$ cat src/rtl/status_led_bank_pkg.sv
// status_led_bank_pkg: shared constants for the status LED bank.
//   - LED_MODE_* : per-channel mode encodings (2 bits each in MODES)
//   - blink_state_t : blink-code FSM states (LOAD is the reset state)
package status_led_bank_pkg;

  localparam logic [1:0] LED_MODE_LEVEL     = 2'd0;
  localparam logic [1:0] LED_MODE_STRETCH   = 2'd1;
  localparam logic [1:0] LED_MODE_HEARTBEAT = 2'd2;
  localparam logic [1:0] LED_MODE_BLINK     = 2'd3;

  typedef enum logic [1:0] {
    BL_LOAD = 2'd0,
    BL_ON   = 2'd1,
    BL_OFF  = 2'd2,
    BL_DARK = 2'd3
  } blink_state_t;

endpackage

$ cat src/rtl/status_led_chan.sv
// status_led_chan: one LED channel of status_led_bank.
// Ports:
//   clk, reset : clock, synchronous active-high reset
//   tick       : prescaler event, high in the cycle the shared state advances
//   hb         : heartbeat value the top will hold after this edge
//   status     : raw status bit
//   code       : blink count (BLINK mode only, sampled in LOAD)
//   led_raw    : value the top registers into led at this edge
// led_raw is the LED value for the *next* cycle, so the top's output flop
// and this channel's state flops change together (blink/heartbeat edges
// line up with the registered tick output).
module status_led_chan
  import status_led_bank_pkg::*;
#(
  parameter logic [1:0] MODE    = LED_MODE_LEVEL,
  parameter int          STRETCH = 8,
  parameter int          GAP     = 4
) (
  input  logic       clk,
  input  logic       reset,
  input  logic       tick,
  input  logic       hb,
  input  logic       status,
  input  logic [2:0] code,
  output logic       led_raw
);

  localparam logic [7:0] STRETCH_V = 8'(STRETCH);
  localparam logic [7:0] GAP_V     = 8'(GAP);
  localparam logic [7:0] GAP_M1    = 8'(GAP - 1);

  // Pulse stretch: reload beats a coincident tick decrement.
  logic [7:0] r_sc;
  always_ff @(posedge clk) begin
    if (reset)                       r_sc <= '0;
    else if (status)                 r_sc <= STRETCH_V;
    else if (tick && r_sc != 8'd0)   r_sc <= r_sc - 8'd1;
  end

  // Blink-code FSM.
  blink_state_t r_state, w_state_nxt;
  logic [2:0]   r_remain, w_remain_nxt;
  logic [7:0]   r_dcnt, w_dcnt_nxt;

  always_ff @(posedge clk) begin
    if (reset) begin
      r_state  <= BL_LOAD;
      r_remain <= '0;
      r_dcnt   <= '0;
    end else begin
      r_state  <= w_state_nxt;
      r_remain <= w_remain_nxt;
      r_dcnt   <= w_dcnt_nxt;
    end
  end

  always_comb begin
    w_state_nxt  = r_state;
    w_remain_nxt = r_remain;
    w_dcnt_nxt   = r_dcnt;
    if (tick) begin
      case (r_state)
        BL_LOAD: begin
          w_remain_nxt = code;
          if (code == 3'd0) begin
            w_state_nxt = BL_DARK;
            w_dcnt_nxt  = GAP_V;
          end else begin
            w_state_nxt = BL_ON;
          end
        end
        BL_ON: begin
          w_remain_nxt = r_remain - 3'd1;
          w_state_nxt  = BL_OFF;
        end
        BL_OFF: begin
          if (r_remain != 3'd0) begin
            w_state_nxt = BL_ON;
          end else begin
            // The final OFF tick counts toward the gap, hence GAP-1.
            w_state_nxt = BL_DARK;
            w_dcnt_nxt  = GAP_M1;
          end
        end
        BL_DARK: begin
          // <=1 also catches a zero count (GAP=1) so DARK never stalls.
          if (r_dcnt <= 8'd1) begin
            w_dcnt_nxt  = 8'd0;
            w_state_nxt = BL_LOAD;
          end else begin
            w_dcnt_nxt  = r_dcnt - 8'd1;
          end
        end
        default: w_state_nxt = BL_LOAD;
      endcase
    end
  end

  // All mode logic exists; MODE is constant so unused paths fold away.
  always_comb begin
    led_raw = 1'b0;
    case (MODE)
      LED_MODE_LEVEL:     led_raw = status;
      LED_MODE_STRETCH:   led_raw = status | (r_sc != 8'd0);
      LED_MODE_HEARTBEAT: led_raw = hb;
      default:            led_raw = (w_state_nxt == BL_ON);
    endcase
  end

endmodule

$ cat src/rtl/status_led_bank.sv
// status_led_bank: front-panel status LED engine, one LED per channel.
// Ports:
//   clk, reset : single clock, synchronous active-high reset
//   status     : raw status bits [N_CH]
//   code       : blink counts, channel i at [3i+2:3i]
//   lamp_test  : forces all LEDs on (registered)
//   led        : registered LED drive [N_CH]
//   tick       : registered one-cycle prescaler strobe, period 2^PRESCALE_W
module status_led_bank
  import status_led_bank_pkg::*;
#(
  parameter int                N_CH       = 4,
  parameter int                PRESCALE_W = 22,
  parameter int                STRETCH    = 8,
  parameter int                GAP        = 4,
  parameter logic [2*N_CH-1:0] MODES      = '0
) (
  input  logic              clk,
  input  logic              reset,
  input  logic [N_CH-1:0]   status,
  input  logic [3*N_CH-1:0] code,
  input  logic              lamp_test,
  output logic [N_CH-1:0]   led,
  output logic              tick
);

  // One below all-ones: r_wrap is registered from this compare so it is
  // high exactly while r_pre is all-ones, keeping the wide compare off
  // the path into the channel logic.
  localparam logic [PRESCALE_W-1:0] PRE_WRAP_M1 = ~PRESCALE_W'(1);

  logic [PRESCALE_W-1:0] r_pre;
  logic                  r_wrap;
  logic                  r_tick;
  logic                  r_hb;
  logic                  w_hb_nxt;
  logic [N_CH-1:0]       w_led_raw;
  logic [N_CH-1:0]       r_led;

  assign w_hb_nxt = r_hb ^ r_wrap;

  always_ff @(posedge clk) begin
    if (reset) begin
      r_pre  <= '0;
      r_wrap <= 1'b0;
      r_tick <= 1'b0;
      r_hb   <= 1'b0;
      r_led  <= '0;
    end else begin
      r_pre  <= r_pre + PRESCALE_W'(1);
      r_wrap <= (r_pre == PRE_WRAP_M1);
      r_tick <= r_wrap;
      r_hb   <= w_hb_nxt;
      r_led  <= lamp_test ? '1 : w_led_raw;
    end
  end

  for (genvar gi = 0; gi < N_CH; gi++) begin : g_ch
    status_led_chan #(
      .MODE    (MODES[2*gi +: 2]),
      .STRETCH (STRETCH),
      .GAP     (GAP)
    ) u_chan (
      .clk     (clk),
      .reset   (reset),
      .tick    (r_wrap),
      .hb      (w_hb_nxt),
      .status  (status[gi]),
      .code    (code[3*gi +: 3]),
      .led_raw (w_led_raw[gi])
    );
  end

  assign led  = r_led;
  assign tick = r_tick;

endmodule

$ cat config.mk
export PLATFORM = sky130hd
export DESIGN_NAME = status_led_bank
export DESIGN_NICKNAME = d
export VERILOG_FILES = /design/src/rtl/status_led_bank_pkg.sv /design/src/rtl/status_led_chan.sv /design/src/rtl/status_led_bank.sv
export SDC_FILE = /design/constraint.sdc
export NUM_CORES = 1
export LEC_CHECK = 0
export ABC_AREA = 0
export BUFFER_PORTS_ARGS = -buffer_cell sky130_fd_sc_hd__buf_2
export CAP_MARGIN = 25
export CORE_ASPECT_RATIO = 1.1
export CORE_MARGIN = 4
export CORE_UTILIZATION = 52
export DETAILED_ROUTE_END_ITERATION = 16
export PLACE_DENSITY = 0.83
export SETUP_SLACK_MARGIN = 0.2
export SYNTH_ARGS = -nofsm -noshare
export SYNTH_HDL_FRONTEND = slang
export SYNTH_SLANG_ARGS = --single-unit
$ cat constraint.sdc
create_clock -name clk -period 2 [get_ports clk]
set_clock_uncertainty 0.1 [all_clocks]
set_input_delay 0 -clock clk [delete_from_list [all_inputs] [get_ports clk]]
set_output_delay 0 -clock clk [all_outputs]
set_load 0.03 [all_outputs]
==> results.toml, run 1 <==
[timing]
whs_ps = 13.0
finalHoldViolCount = 0
grt_setup_unrepaired = "true"
tns_ps = 0
fin_crit_ps = 1710
max_clock_freq_mhz = 586
worst_pin_slew_ps = 526
maxSlewHeadroom_pct = 64.6
min_period_over_period_pct = 85.3
setup_viol = 0
slew_violations = 0

[route]
wl_per_cell_um = 13.0
routed_wirelength_um = 2300
drc = 0
antenna_left = 0
via_per_inst = 5.25
vias = 930
drtPass1Iterations = 4
dr.first_iter.drc_count = 11

[floorplanning]
placementRows = 17
core_region_area_um2 = 2080
die_w_um = 53.2
initial_core_util_pct = 56.1
die_h_um = 57.7
die-area_um2 = 3070
ios = 24

[critical_path]
worstReg2RegStart = "r_pre[0]"
r2r-end = "r_pre[20]"
critPathLaunchType = "flip-flop"
worstSetupPathType = "reg -> reg"
path_max_fanout = 5
ff2ff_path_depth = 5
critPathRequiredTime_ps = 2120
arrival_ps = 1830
crit_path_end_kind = "flip-flop"
r2r_setup_slack_ps = 290

[cts]
clk_root_buffer_cell = "clkbuf_4"
numCtsBuffers = 3
cts.sinks = 28
htree_levels = 1
path_clk_slew_ps = 120
clockBufferDepth = 2
clock_latency_ps = 320
cts_tree = "yes"

[placed_design]
hpwl_um = 1540
dp_cells = 165
io_buffers = 11
routabilityCongestion = 0.769

[grt]
grt_overflow = 0
grt_pass1_vias = 923
antenna_found_initial = 0
grt_max_degree = 31
grt_usage_pct = 17.5
grt_pass1_wl_um = 4000

[synthesis]
synthFlopType = "dfxtp_1"
avgSynthCellArea_um2 = 9.07
synth-seq-cells = 28
synthArstFlopShare_pct = 0
ys_types = 29
yosysMostFrequentCell = "dfxtp_1"
synth_warnings = 0
synth_top_cell_by_area = "dfxtp_1"
synth_area_um2 = 1170
syn_inst = 129
seq_area_frac_synth_pct = 47.9
synth_area_leaders = "dfxtp_1 (48%), nor2_1 (8.3%), xor2_1 (6.0%)"
synth-edff-count = 0
synthTopCellsByCount = "dfxtp_1 (28), nor2_1 (26), xor2_1 (8)"
syn_nets = 150
yosysTopAreaCellShare_pct = 47.9

[hold_path]
min_to = "r_pre[1]"
holdCritStartpoint = "reset"
min_path_type = "in -> reg"
min_path_cells = 2

[power]
powerDensity_nw_per_um2 = 623
vdd_drop_max_mv = 0.545
power_mw = 0.854
p_leak_nw = 0.515

[cells_and_area]
layout.cells.non_filler = 177
filler_cell_count = 192
fin_nets = 172
syn_to_final_growth_pct = 17.1
drive_gt1_share_pct = 18.1
diodes = 0

[flow_run]
drv_cap = 0

[run_status]
status = "finished clean"
==> area by class of cell <==
class / count / area, um^2 / area share, %
multi-input cells: 95 / 587 / 42.8
inverters: 1 / 3.75 / 0.274
flip-flops and latches: 28 / 564 / 41.2
repair buffers: 22 / 158 / 11.5
well taps: 28 / 35.0 / 2.56
clock buffers: 3 / 22.5 / 1.64
==> metal layers <==
metal  vias up  GRT usage [%]  wire (um)
li1        487              -          -
met1       429           21.2       1060
met2         9           29.6       1150
met3         5           2.31         40
met4         0           8.76         51
met5         -              0          0
==> registers in the layout, indices dropped and copies added, names as in the netlist <==
signal / flops
r_wrap: 1
tick: 1
led: 4
r_pre: 22
==> repair_timing <==
action                                 4_1_cts  5_1_grt
setup endpoints to repair                    0        4
resized for setup                            0        4
hold buffers                                 8        0
endpoints found under the hold margin        4        0
setup buffers                                0        1
==> kinds of logic after synthesis <==
family	after synthesis	synth area share, %
compound gates	10	4.28
simple gates	68	32.0
fa+ha+maj	2	2.14
flops	28	47.9
xor+xnor	13	9.73
mux	2	1.92
buf+inv	6	2.03
==> critical path: stages, from the launching register on <==
cell     delay, ps
dfxtp_2        380
ha_1           210
and4_2         260
nand4_1        160
nor2b_1        170
mux2_2         340
==> metrics by stage <==
| stage | instance area [um^2] | utilization, % | setup slack (ps) |
|---|---|---|---|
| after global placement | 1250 | 60.2 | 284 |
| after CTS | 1360 | 65.1 | 233 |
| after detailed placement | 1250 | 60.2 | 248 |
| after global routing | 1370 | 65.7 | 161 |
| after floorplan | 1170 | - | 267 |
| final | 1370 | 65.7 | 294 |
==> cell usage in the layout (no fill, tap or decap), types with 3 or more instances in the layout <==
cell type and n:
nor2_1 26, dfxtp_1 25, xor2_1 8, dfxtp_2 3, xnor2_1 5, buf_2 11, nand4_1 5, dlygate4sd3_1 8
o21ai_0 5, nand3_1 7, buf_4 3, clkbuf_4 3, nor2b_1 4, a21oi_1 5, nand2_1 5, and3_1 3
==> worst max-delay path by stage <==
stage | end | cells past startpoint | startpoint
final | r_pre[20] | 5 | r_pre[0]
after global routing | r_pre[20] | 5 | r_pre[0]
after CTS | r_pre[20] | 5 | r_pre[0]
after detailed placement | r_pre[20] | 5 | r_pre[0]
after global placement | r_pre[20] | 5 | r_pre[0]
after floorplan | r_pre[20] | 6 | r_pre[0]
==> power by group <==
part | leakage (nW) | internal (mW) | switching, mW | total, mW
Sequential | 0.228 | 0.569 | 0.00793 | 0.577
Combinational | 0.272 | 0.0257 | 0.0348 | 0.0606
Clock | 0.0138 | 0.0706 | 0.145 | 0.216
Total | 0.515 | 0.666 | 0.188 | 0.854
Note: power is estimated with default switching activity, not from simulation.
==> run 2, diff against run 1 <==
--- a/config.mk
+++ b/config.mk
@@ -10,9 +10,9 @@
 export CAP_MARGIN = 25
 export CORE_ASPECT_RATIO = 1.1
 export CORE_MARGIN = 4
-export CORE_UTILIZATION = 52
+export CORE_UTILIZATION = 55
 export DETAILED_ROUTE_END_ITERATION = 16
-export PLACE_DENSITY = 0.83
+export PLACE_DENSITY = 0.87
 export SETUP_SLACK_MARGIN = 0.2
 export SYNTH_ARGS = -nofsm -noshare
 export SYNTH_HDL_FRONTEND = slang
==> constraint.sdc (replaced) <==
create_clock -name clk -period 2.1 [get_ports clk]
set_clock_uncertainty 0.1 [all_clocks]
set_input_delay 0 -clock clk [delete_from_list [all_inputs] [get_ports clk]]
set_output_delay 0 -clock clk [all_outputs]
set_load 0.03 [all_outputs]
==> results.toml, run 2 (same netlist as run 1, synthesis figures left out) <==
[run_status]
status = "finished clean"

[floorplanning]
die_h_um = 56.4
ios = 24
core_region_area_um2 = 2020
placementRows = 17
initial_core_util_pct = 57.9
die_w_um = 52.0
die-area_um2 = 2930

[cts]
clockBufferDepth = 2
clk_root_buffer_cell = "clkbuf_4"
htree_levels = 1
numCtsBuffers = 3
cts.sinks = 28
path_clk_slew_ps = 150
clock_latency_ps = 330
cts_tree = "yes"

[critical_path]
path_delay_family = "simple AND/OR/NAND/NOR gates"
arrival_ps = 1930
r2r_setup_slack_ps = 340
crit_buf_inv = 0
cpMaxStageDelayCell = "dfxtp_1"
critPathRequiredTime_ps = 2270
path_max_fanout = 7
crit_path_end_kind = "flip-flop"
critPathLaunchType = "flip-flop"
worstSetupPathType = "reg -> reg"
cp_cell_sequence = "nand4_1, or3_4, or3_1, a21oi_1"
cpPeakStageDelay_ps = 440

[power]
p_leak_nw = 0.513
vdd_drop_max_mv = 0.499
power_mw = 0.869
powerDensity_nw_per_um2 = 636

[cells_and_area]
largest_reg_flops = 22
diodes = 0
filler_cell_count = 169
top_register = "r_pre"
syn_to_final_growth_pct = 16.8
final_cell_mix = "nor2_1 (26), dfxtp_1 (26), buf_2 (11)"
fin_nets = 170
drive_gt1_share_pct = 16.2

[grt]
grt_pass1_vias = 920
grt_usage_pct = 17.2
antenna_found_initial = 0
grt_overflow = 0
grt_pass1_wl_um = 3950
grt_max_degree = 31

[placed_design]
routabilityCongestion = 0.760
hpwl_um = 1520
io_buffers = 11

[route]
drtPass1Iterations = 4
routed_wirelength_um = 2250
via_per_inst = 5.39
drc = 0
vias = 948
antenna_left = 0
dr.first_iter.drc_count = 11
wl_per_cell_um = 12.8

[timing]
finalHoldViolCount = 0
min_period_over_period_pct = 83.8
slew_violations = 0
fin_crit_ps = 1760
setup_viol = 0
max_clock_freq_mhz = 568
grt_setup_unrepaired = "false"
maxSlewHeadroom_pct = 66.0
worst_pin_slew_ps = 511
tns_ps = 0

[flow_run]
drv_cap = 0

[hold_path]
min_path_type = "in -> reg"
==> run 2: cell types whose count changed in the layout (fill, tap and decap cells not counted) <==
cell,previous run,this run
and4_1,2,3
and4_2,2,1
buf_4,3,1
clkbuf_8,0,1
dfxtp_1,25,26
dfxtp_2,3,2
==> run 2: path summary, 6_finish.rpt <==
path                                from  depth (start not counted)         to
worst max-delay path            r_pre[5]                          4  r_pre[15]
worst min-delay path               reset                          2   r_pre[9]
worst max register to register  r_pre[5]                          4  r_pre[15]
worst min register to register    r_wrap                          1       tick
==> run 2: metal layers <==
metal	global-route usage (%)	wire length, um
met2	32.0	1170
met1	19.7	1000
met4	4.49	22
met3	2.39	52
met5	0	0
==> run 2: worst register-to-register path, cell delays in order (launching register included) <==
cell and delay (ps):
dfxtp_1 440, nand4_1 240, or3_4 420, or3_1 360
a21oi_1 130
==> run 2: power breakdown <==
group,internal (mW),switching [mW]
Sequential,0.542,0.00800
Clock,0.106,0.155
Combinational,0.0247,0.0332
Total,0.673,0.196
==> run 2: cell type report <==
type | instances | area, um^2 | share of cell area (%)
well taps | 28 | 35.0 | 2.56
repair buffers | 20 | 143 | 10.4
clock buffers | 4 | 36.3 | 2.66
inverters | 1 | 3.75 | 0.275
flip-flops and latches | 28 | 563 | 41.2
multi-input cells | 95 | 586 | 42.9
==> run 2: stage by stage <==
stage / hold WS [ps] / setup WS (ps) / utilization, % / cell area, um^2 / cells
after floorplan: 15.8 / 367 / - / 1170 / 129
after global placement: 100 / 364 / 61.7 / 1250 / 164
after detailed placement: 108 / 314 / 61.7 / 1250 / 164
after CTS: 1.99 / 293 / 67.5 / 1360 / 176
after global routing: 24.6 / 214 / 67.6 / 1370 / 176
final: 8.06 / 339 / 67.6 / 1370 / 176
==> run 2: timing repair <==
item | CTS | global route
endpoints found under the hold margin | 4 | 0
hold buffers | 8 | 0
setup endpoints to repair | 0 | 1
resized for setup | 0 | 2
buffers inserted | 0 | 0
==> run 3, diff against run 2 <==
--- a/config.mk
+++ b/config.mk
@@ -10,9 +10,9 @@
 export CAP_MARGIN = 25
 export CORE_ASPECT_RATIO = 1.1
 export CORE_MARGIN = 4
-export CORE_UTILIZATION = 55
+export CORE_UTILIZATION = 47
 export DETAILED_ROUTE_END_ITERATION = 16
-export PLACE_DENSITY = 0.87
+export PLACE_DENSITY = 0.8
 export SETUP_SLACK_MARGIN = 0.2
 export SYNTH_ARGS = -nofsm -noshare
 export SYNTH_HDL_FRONTEND = slang
==> constraint.sdc (replaced) <==
create_clock -name clk -period 1.5 [get_ports clk]
set_clock_uncertainty 0.1 [all_clocks]
set_input_delay 0 -clock clk [delete_from_list [all_inputs] [get_ports clk]]
set_output_delay 0 -clock clk [all_outputs]
set_load 0.03 [all_outputs]
==> results.toml, run 3 (same netlist as run 1, synthesis figures left out) <==
[run_status]
status = "complete, but fails checks"
failed_checks = "setup timing"

[timing]
max_clock_freq_mhz = 630
setup_ws_ps = -86.1
whs_ps = 29.7
maxSlewHeadroom_pct = 63.3
tns_ps = -282
slew_violations = 0
setup_viol = 4
min_period_over_period_pct = 106
fin_crit_ps = 1590
finalHoldViolCount = 0
worst_pin_slew_ps = 550
grt_setup_unrepaired = "true"

[grt]
grt_usage_pct = 19.9
grt_pass1_vias = 1114
grt_overflow = 0
grt_pass1_wl_um = 5210
antenna_found_initial = 0
grt_max_degree = 31

[placed_design]
dp_cells = 186
hpwl_um = 1710
place_ws_ps = -45.6
place_area_um2 = 1430
routabilityCongestion = 0.743
io_buffers = 11

[cells_and_area]
fin_util_pct = 78.0
largest_reg_flops = 22
layout.cells.non_filler = 209
final_common_cell = "nor2_1"
fin_nets = 200
top_register = "r_pre"
syn_to_final_growth_pct = 54.7
design_area_um2 = 1810
drive_gt1_share_pct = 46.6
filler_cell_count = 137
final_cell_mix = "nor2_1 (25), buf_4 (23), dfxtp_1 (14)"

[hold_path]
min_path_type = "in -> reg"

[floorplanning]
core_region_area_um2 = 2320
ios = 24
die-area_um2 = 3350
die_h_um = 60.3
initial_core_util_pct = 50.4
die_w_um = 55.6
placementRows = 18

[route]
vias = 1152
via_per_inst = 5.51
antenna_left = 0
wl_per_cell_um = 17.4
drtPass1Iterations = 4
routed_wirelength_um = 3630
drc = 0
dr.first_iter.drc_count = 35

[power]
p_comb_share_pct = 8.9
p_leak_nw = 0.757
p_int_mw = 0.950
vdd_drop_max_mv = 0.791
p_seq_share_pct = 61.4
switching_share_pct = 23.9
p_switching_mw = 0.298
powerDensity_nw_per_um2 = 690
power_mw = 1.25
p_clk_share_pct = 29.6

[critical_path]
cpMaxStageDelayCell = "or3_4"
cp_cell_sequence = "nand2_1, or3_4, or3_1, a21oi_1"
arrival_ps = 1760
crit_path_end_kind = "flip-flop"
path_delay_family = "simple AND/OR/NAND/NOR gates"
path_max_fanout = 4
crit_buf_inv = 0
critPathRequiredTime_ps = 1680
critPathLaunchType = "flip-flop"
worstSetupPathType = "reg -> reg"
cpPeakStageDelay_ps = 410

[cts]
clk_root_buffer_cell = "clkbuf_4"
clock_latency_ps = 330
clockBufferDepth = 2
cts_tree = "yes"
cts.sinks = 28
path_clk_slew_ps = 150
numCtsBuffers = 3
htree_levels = 1

[flow_run]
drv_cap = 0
run 3: cell count changes in the layout (fill, tap and decap cells not counted), sizes merged:
cell   change
buf       +30
diode      +1
run 3: timing repair:
action	CTS	global route
pin swaps	14	9
endpoints found under the hold margin	4	1
hold buffers	8	1
setup buffers	5	5
setup endpoints to repair	17	19
resized for setup	23	22
run 3: cell type report:
cell class,count,area (um^2),share of cell area [%]
diodes,1,2.50,0.138
inverters,1,3.75,0.207
multi-input cells,95,733,40.5
repair buffers,50,405,22.4
well taps,30,37.5,2.07
clock buffers,4,36.3,2.01
flip-flops and latches,28,591,32.6
run 3: path summary, 6_finish.rpt:
kind	startpoint	endpoint	slack, ps	cells after the start
worst max-delay path	r_pre[1]	r_pre[21]	-90	4
worst min register to register	r_wrap	tick	360	1
worst min-delay path	reset	r_pre[16]	30	2
worst max register to register	r_pre[1]	r_pre[21]	-90	4
run 3: worst reg2reg max path, stage by stage, from the launching register on:
cell	delay (ps)
dfxtp_4	400
nand2_1	110
or3_4	410
or3_1	380
a21oi_1	130
run 3: per-layer routing:
metal	track usage [%]	up-vias	share of wire, %
li1	-	547	-
met1	20.8	564	38
met2	38.9	31	57
met3	5.40	10	3.0
met4	6.60	0	2.3
met5	0	-	0
run 3: power groups by stage:
stage               registers (mW)  logic (mW)  clock network (mW)
finish                       0.767       0.111               0.370
detailed placement           0.787      0.0724                   0
CTS                          0.765      0.0950               0.368
floorplan                    0.802      0.0293                   0
global route                 0.769       0.119               0.410
global placement             0.787      0.0707                   0
